===== src/rtl/muldiv_sequencer.sv =====
// Iterative 32x32 multiply / 32/32 divide unit with HI/LO result registers.
// One shift-add or restoring shift-subtract step per cycle; the sign fix-up happens in FIX.
module muldiv_sequencer (
  input  logic        clk,
  input  logic        reset_i,
  input  logic        start_i,
  input  logic [1:0]  op_i,
  input  logic [31:0] rs_i,
  input  logic [31:0] rt_i,
  input  logic        mthi_i,
  input  logic        mtlo_i,
  output logic        busy_o,
  output logic        done_o,
  output logic [31:0] hi_o,
  output logic [31:0] lo_o
);

  typedef enum logic [1:0] {IDLE, MUL, DIV, FIX} state_t;

  state_t      r_state, w_next;
  logic [4:0]  r_cnt;
  logic [31:0] r_a, r_b;
  logic [63:0] r_acc;
  logic        r_div, r_qneg, r_rneg, r_dz;
  logic        r_busy, r_done;
  logic [31:0] r_hi, r_lo;

  logic        w_sgn, w_rs_neg, w_rt_neg;
  logic [31:0] w_rs_mag, w_rt_mag;
  logic [32:0] w_madd;
  logic [63:0] w_mstep;
  logic [32:0] w_dtop;
  logic [33:0] w_ddiff;
  logic        w_dok;
  logic [63:0] w_dstep;
  logic [63:0] w_prod;
  logic [31:0] w_quo, w_rem;

  assign w_sgn    = ~op_i[0];
  assign w_rs_neg = w_sgn & rs_i[31];
  assign w_rt_neg = w_sgn & rt_i[31];
  assign w_rs_mag = w_rs_neg ? -rs_i : rs_i;
  assign w_rt_mag = w_rt_neg ? -rt_i : rt_i;

  // Multiply: acc = {partial, multiplier}; add multiplicand on LSB, shift right.
  assign w_madd  = {1'b0, r_acc[63:32]} + (r_acc[0] ? {1'b0, r_a} : 33'd0);
  assign w_mstep = {w_madd, r_acc[31:1]};

  // Divide: acc = {remainder, dividend/quotient}; shift left, trial subtract.
  assign w_dtop  = r_acc[63:31];
  assign w_ddiff = {1'b0, w_dtop} - {2'b00, r_b};
  assign w_dok   = ~w_ddiff[33];
  assign w_dstep = {w_dok ? w_ddiff[31:0] : w_dtop[31:0],
                    r_acc[30:0], w_dok};

  assign w_prod = r_qneg ? -r_acc : r_acc;
  assign w_quo  = r_qneg ? -r_acc[31:0] : r_acc[31:0];
  assign w_rem  = r_rneg ? -r_acc[63:32] : r_acc[63:32];

  always_comb begin
    w_next = r_state;
    unique case (r_state)
      IDLE:    if (start_i) w_next = op_i[1] ? DIV : MUL;
      MUL,
      DIV:     if (r_cnt == 5'd31) w_next = FIX;
      FIX:     w_next = IDLE;
      default: w_next = IDLE;
    endcase
  end

  always_ff @(posedge clk) begin
    if (reset_i) r_state <= IDLE;
    else         r_state <= w_next;
  end

  always_ff @(posedge clk) begin
    if (reset_i) begin
      r_cnt  <= 5'd0;
      r_a    <= 32'd0;
      r_b    <= 32'd0;
      r_acc  <= 64'd0;
      r_div  <= 1'b0;
      r_qneg <= 1'b0;
      r_rneg <= 1'b0;
      r_dz   <= 1'b0;
      r_busy <= 1'b0;
      r_done <= 1'b0;
      r_hi   <= 32'd0;
      r_lo   <= 32'd0;
    end else begin
      r_busy <= (w_next != IDLE);
      r_done <= (r_state == FIX);
      unique case (r_state)
        IDLE: begin
          if (start_i) begin
            r_cnt  <= 5'd0;
            r_a    <= w_rs_mag;
            r_b    <= w_rt_mag;
            r_acc  <= {32'd0, op_i[1] ? w_rs_mag : w_rt_mag};
            r_div  <= op_i[1];
            r_qneg <= w_rs_neg ^ w_rt_neg;
            r_rneg <= w_rs_neg;
            r_dz   <= (rt_i == 32'd0);
          end else begin
            if (mthi_i) r_hi <= rs_i;
            if (mtlo_i) r_lo <= rs_i;
          end
        end
        MUL: begin
          r_acc <= w_mstep;
          r_cnt <= r_cnt + 5'd1;
        end
        DIV: begin
          r_acc <= w_dstep;
          r_cnt <= r_cnt + 5'd1;
        end
        FIX: begin
          if (!r_div) begin
            r_hi <= w_prod[63:32];
            r_lo <= w_prod[31:0];
          end else if (r_dz) begin
            r_hi <= 32'd0;
            r_lo <= 32'd0;
          end else begin
            r_hi <= w_rem;
            r_lo <= w_quo;
          end
        end
        default: ;
      endcase
    end
  end

  assign busy_o = r_busy;
  assign done_o = r_done;
  assign hi_o   = r_hi;
  assign lo_o   = r_lo;

endmodule


===== config.mk =====
export PLATFORM = sky130hd
export DESIGN_NAME = muldiv_sequencer
export DESIGN_NICKNAME = d
export VERILOG_FILES = /design/src/rtl/muldiv_sequencer.sv
export SDC_FILE = /design/constraint.sdc
export NUM_CORES = 1
export LEC_CHECK = 0
export BUFFER_PORTS_ARGS = -buffer_cell sky130_fd_sc_hd__clkbuf_2
export CORE_ASPECT_RATIO = 1.25
export CORE_MARGIN = 1.5
export CORE_UTILIZATION = 43
export CTS_CLUSTER_SIZE = 10
export DETAILED_ROUTE_END_ITERATION = 10
export HOLD_SLACK_MARGIN = 0.12
export PLACE_DENSITY_LB_ADDON = 0.1
export REMOVE_ABC_BUFFERS = 1
export SYNTH_ARGS = -nofsm -noshare
export SYNTH_HDL_FRONTEND = slang
export SYNTH_SLANG_ARGS = --single-unit

===== constraint.sdc =====
create_clock -name clk -period 4.01 [get_ports clk]
set_input_delay 0.2005 -clock clk [delete_from_list [all_inputs] [get_ports clk]]
set_output_delay 0.2005 -clock clk [all_outputs]
set_load 0.02 [all_outputs]

* After elaboration in Yosys (flattened, before gate mapping)
Index checks and enable logic that the tools add are counted.
W data, S select, Z words.
** Word-level totals
- Memories kept :: 0
- Word-level logic and storage cells :: 72
- Bits in writable memories :: 0
- Bits in latches :: 0
- Flip-flop bits (word level) :: 205
- Input port bits :: 71
- Memory bits (read-only) :: 0
- Output and inout port bits :: 66
** Cells by class
- Equal/unequal tests :: 8
- Div/mod/pow operators :: 0
- Shift-type cells :: 0
- Reduce and logical (&&, ||, !) cells :: 12
- Bitwise operators :: 5
- Multiplexer cells :: 26
- $mul :: 0
- Order comparisons :: 0
- Add/sub/neg operators :: 8
** Operator list (count)
- $mux W32 :: 15
- $pmux W64 S3 :: 1
- $mux W64 :: 2
- $neg A32 Y32 :: 4
- $pmux W32 S2 :: 2
- $neg A64 Y64 :: 1
- $sub A33 B32 Y34 :: 1
- $add A32 B32 Y33 :: 1
- $logic_not A32 Y1 :: 1
- $pmux W5 S2 :: 1
- $ne A2 B2 Y1 const B :: 4
- $mux W2 :: 3
- $pmux W2 S3 :: 1
- $reduce_and A2 Y1 :: 3
- $reduce_and A3 Y1 :: 2
- $reduce_bool A2 Y1 :: 3
- $add A5 B1 Y5 const B :: 1
- $eq A5 B5 Y1 const B :: 1
- $mux W5 :: 1
- $eq A2 B2 Y1 const B :: 2
- $reduce_bool A3 Y1 :: 1
- $and A1 B1 Y1 :: 2
- $eq A2 B1 Y1 const B :: 1
- $logic_not A2 Y1 :: 1
- 3 further kinds :: 4

* Logic depth before layout (Yosys ltp)
- Word-level depth :: 6
- Gate-level depth with buffers :: 16
- Mapped depth without buffers :: 14

* Worst setup path before layout
No wires, ideal clock.
- Kind :: register to register
- From :: register r_acc[36]
- To :: register r_acc[37]
- Arrival :: 3.482 ns
- Required time :: 3.878 ns
- Buffers on the path :: 1
- Stages on the path, launching flop included :: 13
- Period minus slack after synthesis :: 3.614 ns
- Library setup time :: 0.132 ns
- Path slack :: 0.396 ns
- Path through :: dfxtp_1 > ha_1 > and3_1 > and3_1 > a21boi_0 > o211ai_1 > a21o_1 > a311o_1 > o21ai_0 > clkbuf_1 > mux2_2 > a222oi_1 > nor3_1
** Between the ends
- Word-level cells in the longest chain between the ends :: 3
- Elaborated cells on any way between the ends :: 4
- Classes of those cells :: add/sub: 2; mux: 2
** Ends and longest elaborated chain
- from (decl) :: line 23 : logic [63:0] r_acc;
- from (signal assigned) :: line 99 : r_acc <= {32'd0, op_i[1] ? w_rs_mag : w_rt_mag};
- from (signal assigned) :: line 110 : r_acc <= w_mstep;
- from (signal assigned) :: line 114 : r_acc <= w_dstep;
- $sub A33 B32 Y34 :: line 51 : assign w_ddiff = {1'b0, w_dtop} - {2'b00, r_b};
- $mux W32 :: line 53 : assign w_dstep = {w_dok ? w_ddiff[31:0] : w_dtop[31:0],
- $pmux W64 S3 * :: line 93 : unique case (r_state)
Mark *: on every way between the ends. The rest lies on a longest branch, timed or not.
A chain may end at the register's enable or synchronous reset.

* Final worst setup path
- From :: register r_acc[12]
- To :: register r_hi[28], in the netlist hi_o[28]
** Between the ends
- Word-level cells in the longest chain between the ends :: 4
** Ends and longest elaborated chain
- $neg A64 Y64 :: line 56 : assign w_prod = r_qneg ? -r_acc : r_acc;
- $mux W64 :: line 56
- $mux W32 :: line 118 : if (!r_div) begin
- $pmux W32 S2 :: line 93
- to (signal assigned) :: line 105 : if (mthi_i) r_hi <= rs_i;
- to (signal assigned) :: line 119 : r_hi <= w_prod[63:32];
- to (signal assigned) :: line 125 : r_hi <= w_rem;
- to (decl) :: line 26 : logic [31:0] r_hi, r_lo;
No other way between the ends.

==> flow_summary.ini <==
[run_status]
outcome = finished clean

[clock_network]
clock_latency_ns = 0.57
post-cts-setup-buffer-count = 0
htree_levels = 1
cts_sinks = 205
cts_root_buffer = clkbuf_16
cts_buffers = 26
cts_tree = done
clkTransAtPathRegs_ns = 0.06
clock_path_buffers = 3

[grt]
grtUsageTotal = 0.3216
gr-total-overflow = 0
grt_max_degree = 93
grt_pass1_wl_mm = 94.65
grt_pass1_vias = 15810
antenna_found_initial = 1

[floorplanning]
die_h_um = 217.1
core_area_um2 = 36210
rows = 78
die-width_um = 174.3
start_util = 0.4354
io_pins = 137
dieArea_um2 = 37830

[synth]
synth_top_family_by_area = compound AO/OA/AOI/OAI gates
synth_top_flop_cell = dfxtp_1
async_flop_share = 0
synth_edf_count = 0
synthesis.area_um2 = 15770
synthMuxAreaShare = 0.01722
yosys.area_share.adder = 0.06127
yosys_warnings = 0
synth-seq-cells = 205
ys_types = 79
avgSynthCellArea_um2 = 7.433
synth_compound_area_frac = 0.2902
synthXorXnorAreaFrac = 0.09667
synthCells = 2121
synth-simple-area-share = 0.2175
yosysSeqAreaShare = 0.2603

[power]
p_int_mw = 4.268
vdd_ir_drop_max_v = 0.0004852
power_mw = 6.678
p_switching_mw = 2.410
pwr-share-clk = 0.348
combPwrFrac = 0.291
swShare = 0.3608
p_seq_frac = 0.361
power.density_nw_per_um2 = 366.3
p_leak_nw = 7.425

[drt]
vias_per_cell = 6.243
wl_mm = 62.28
vias = 17030
ant_nets = 0
wire_per_inst_um = 22.83
drt_pass1_iterations = 8
drc = 0
drt-initial-drc-count = 1726

[setup_path]
endpoint = hi_o[28]$_SDFFE_PP0P_
cp.arrival_ns = 4.24
critical_path.top_delay_family = simple AND/OR/NAND/NOR gates
r2r_start = r_acc[12]$_SDFFE_PP0P_
crit_path_top_delay_cell = or4_4
endpoint_kind = flip-flop
crit_path_start = r_acc[12]$_SDFFE_PP0P_
rr_endpoint = hi_o[28]$_SDFFE_PP0P_
path_buf_inv = 0
crit_required_ns = 4.44
critical_path_cell_count = 10
crit_type = reg -> reg
cp_max_fo = 16
r2r_slack_ns = 0.20
reg2reg_depth = 10
max_stage_delay_ns = 0.59
worst_setup_path_start_kind = flip-flop
crit_chain = or4_4 > or4_4 > or2_1 > or3_1 > or2_1 > or3_4 > o21ai_2 > xor2_1 > o221ai_1 > nor4b_4

[finish]
drive_gt1_frac = 0.1312
nets = 2381
syn2layout_area_growth_pct = 15.64
final_cells = 2728
final_core_util = 0.5035
antenna_cells = 0
final_area_um2 = 18230

[sta]
whs_ns = 0.1437
worst_slack_ns = 0.1984
slew_headroom = 0.3421
skew_ns = 0.01813
slew_violations = 0
hold_viol = 0
tightest_slew_ns = 0.9868
tns_ns = 0
final.period_utilization = 0.9505
fmax_ghz = 0.2624
period_minus_slack_ns = 3.812
setup_viol = 0
rsz0062_at_grt = no

[placed_design]
gp_congestion = 0.9710
hpwl_mm = 46.19
placed_cells = 2648
dpl_cell_area_um2 = 17040
pre_cts_slack_ns = 0.2011
port_buffers = 136

[hold_path]
hold_class = in -> reg

[job]
drv_cap = 0
==> final cells by class <==
cell class | count | area, um2
sequential | 205 | 4105
fill | 3652 | 17980
timing repair buffer | 248 | 1635
inverter | 71 | 266.5
clock buffer | 40 | 774.5
multi-input combinational | 1682 | 10810
tap | 480 | 600.6
clock inverter | 2 | 35.03
==> cells by family after synthesis <==
group	count (synthesis)
DFF	205
adders and majority gates	76
muxes	25
buffers and inverters	234
AOI/OAI and AO/OA	687
and+or+nand+nor	720
xor gates and xnor gates	174
==> state kept, by name, indices dropped and copies added (netlist names) <==
name / cells
r_b: 32
r_dz: 1
lo_o: 32
r_qneg: 1
r_state: 2
r_a: 32
r_div: 1
hi_o: 32
done_o: 1
busy_o: 1
r_cnt: 5
r_acc: 64
r_rneg: 1
==> worst register-to-register path, stage by stage, from the launching register on <==
cell and delay [ns]:
dfxtp_1 0.39, or4_4 0.59, or4_4 0.44, or2_1 0.25, or3_1 0.40, or2_1 0.51, or3_4 0.49, o21ai_2 0.14
xor2_1 0.16, o221ai_1 0.15, nor4b_4 0.17
==> how the worst min path moves through the flow <==
stage,slack [ns],startpoint,cells past startpoint,end
after floorplan,0.27,reset_i,1,hi_o[17]$_SDFFE_PP0P_
after global placement,0.44,r_a[0]$_SDFFE_PP0P_,2,r_a[0]$_SDFFE_PP0P_
after detailed placement,0.45,r_a[0]$_SDFFE_PP0P_,2,r_a[0]$_SDFFE_PP0P_
after CTS,0.12,rt_i[28],5,r_acc[28]$_SDFFE_PP0P_
after global routing,0.16,rt_i[6],4,r_b[6]$_SDFFE_PP0P_
final,0.14,rt_i[30],5,r_dz$_SDFFE_PP0P_
==> power by group through the flow <==
stage	Combinational (mW)	Sequential, mW	Clock, mW
finish	1.94	2.41	2.33
global route	2.10	2.43	2.44
detailed placement	1.87	2.45	0
CTS	1.91	2.40	2.36
floorplan	1.07	2.48	0
global placement	1.86	2.44	0
==> layout by cell type, fill, tap and decap left out, drive strengths merged, types with 70 or more instances in the layout <==
| cell type | count |
|---|---|
| a211oi | 76 |
| a21oi | 189 |
| buf | 75 |
| clkbuf | 175 |
| dfxtp | 205 |
| ha | 74 |
| inv | 70 |
| nand2 | 160 |
| nor2 | 258 |
| nor3 | 85 |
| o21ai | 119 |
| xnor2 | 105 |
==> repair_timing <==
action / in CTS / in global routing
setup endpoints to repair: 0 / 24
resized for setup: 0 / 2
hold endpoints to repair: 72 / 0
hold buffers: 38 / 0
==> metal layers <==
metal,vias up,wire [um],share of wire,global-route usage
met2,828,28900,0.46,0.5353
met4,2,1877,0.030,0.1006
met5,-,13,0.00021,0
met1,8098,26310,0.42,0.4295
met3,130,5176,0.083,0.04368
li1,7973,-,-,-
==> cell usage after synthesis (all sizes together) (18+ instances only) <==
master	number	area, um2
inv	70	262.8
o31ai	18	135.1
xor2	69	604.3
a21oi	189	945.9
nand2b	19	118.9
a22oi	41	307.8
a211oi	76	570.6
a21o	35	262.8
ha	74	925.9
o211ai	26	195.2
o21ai	119	599.3
nand2	160	600.6
clkbuf	152	571.8
xnor2	105	919.6
nor2	258	968.4
nor4	20	131.4
or3	32	205.2
a221oi	21	183.9
nor3	85	425.4
and2	44	275.3
dfxtp	205	4104
a222oi	21	210.2
nand3	21	105.1
a31oi	18	112.6
o221ai	18	157.7
(Power assumes the default switching activity.)
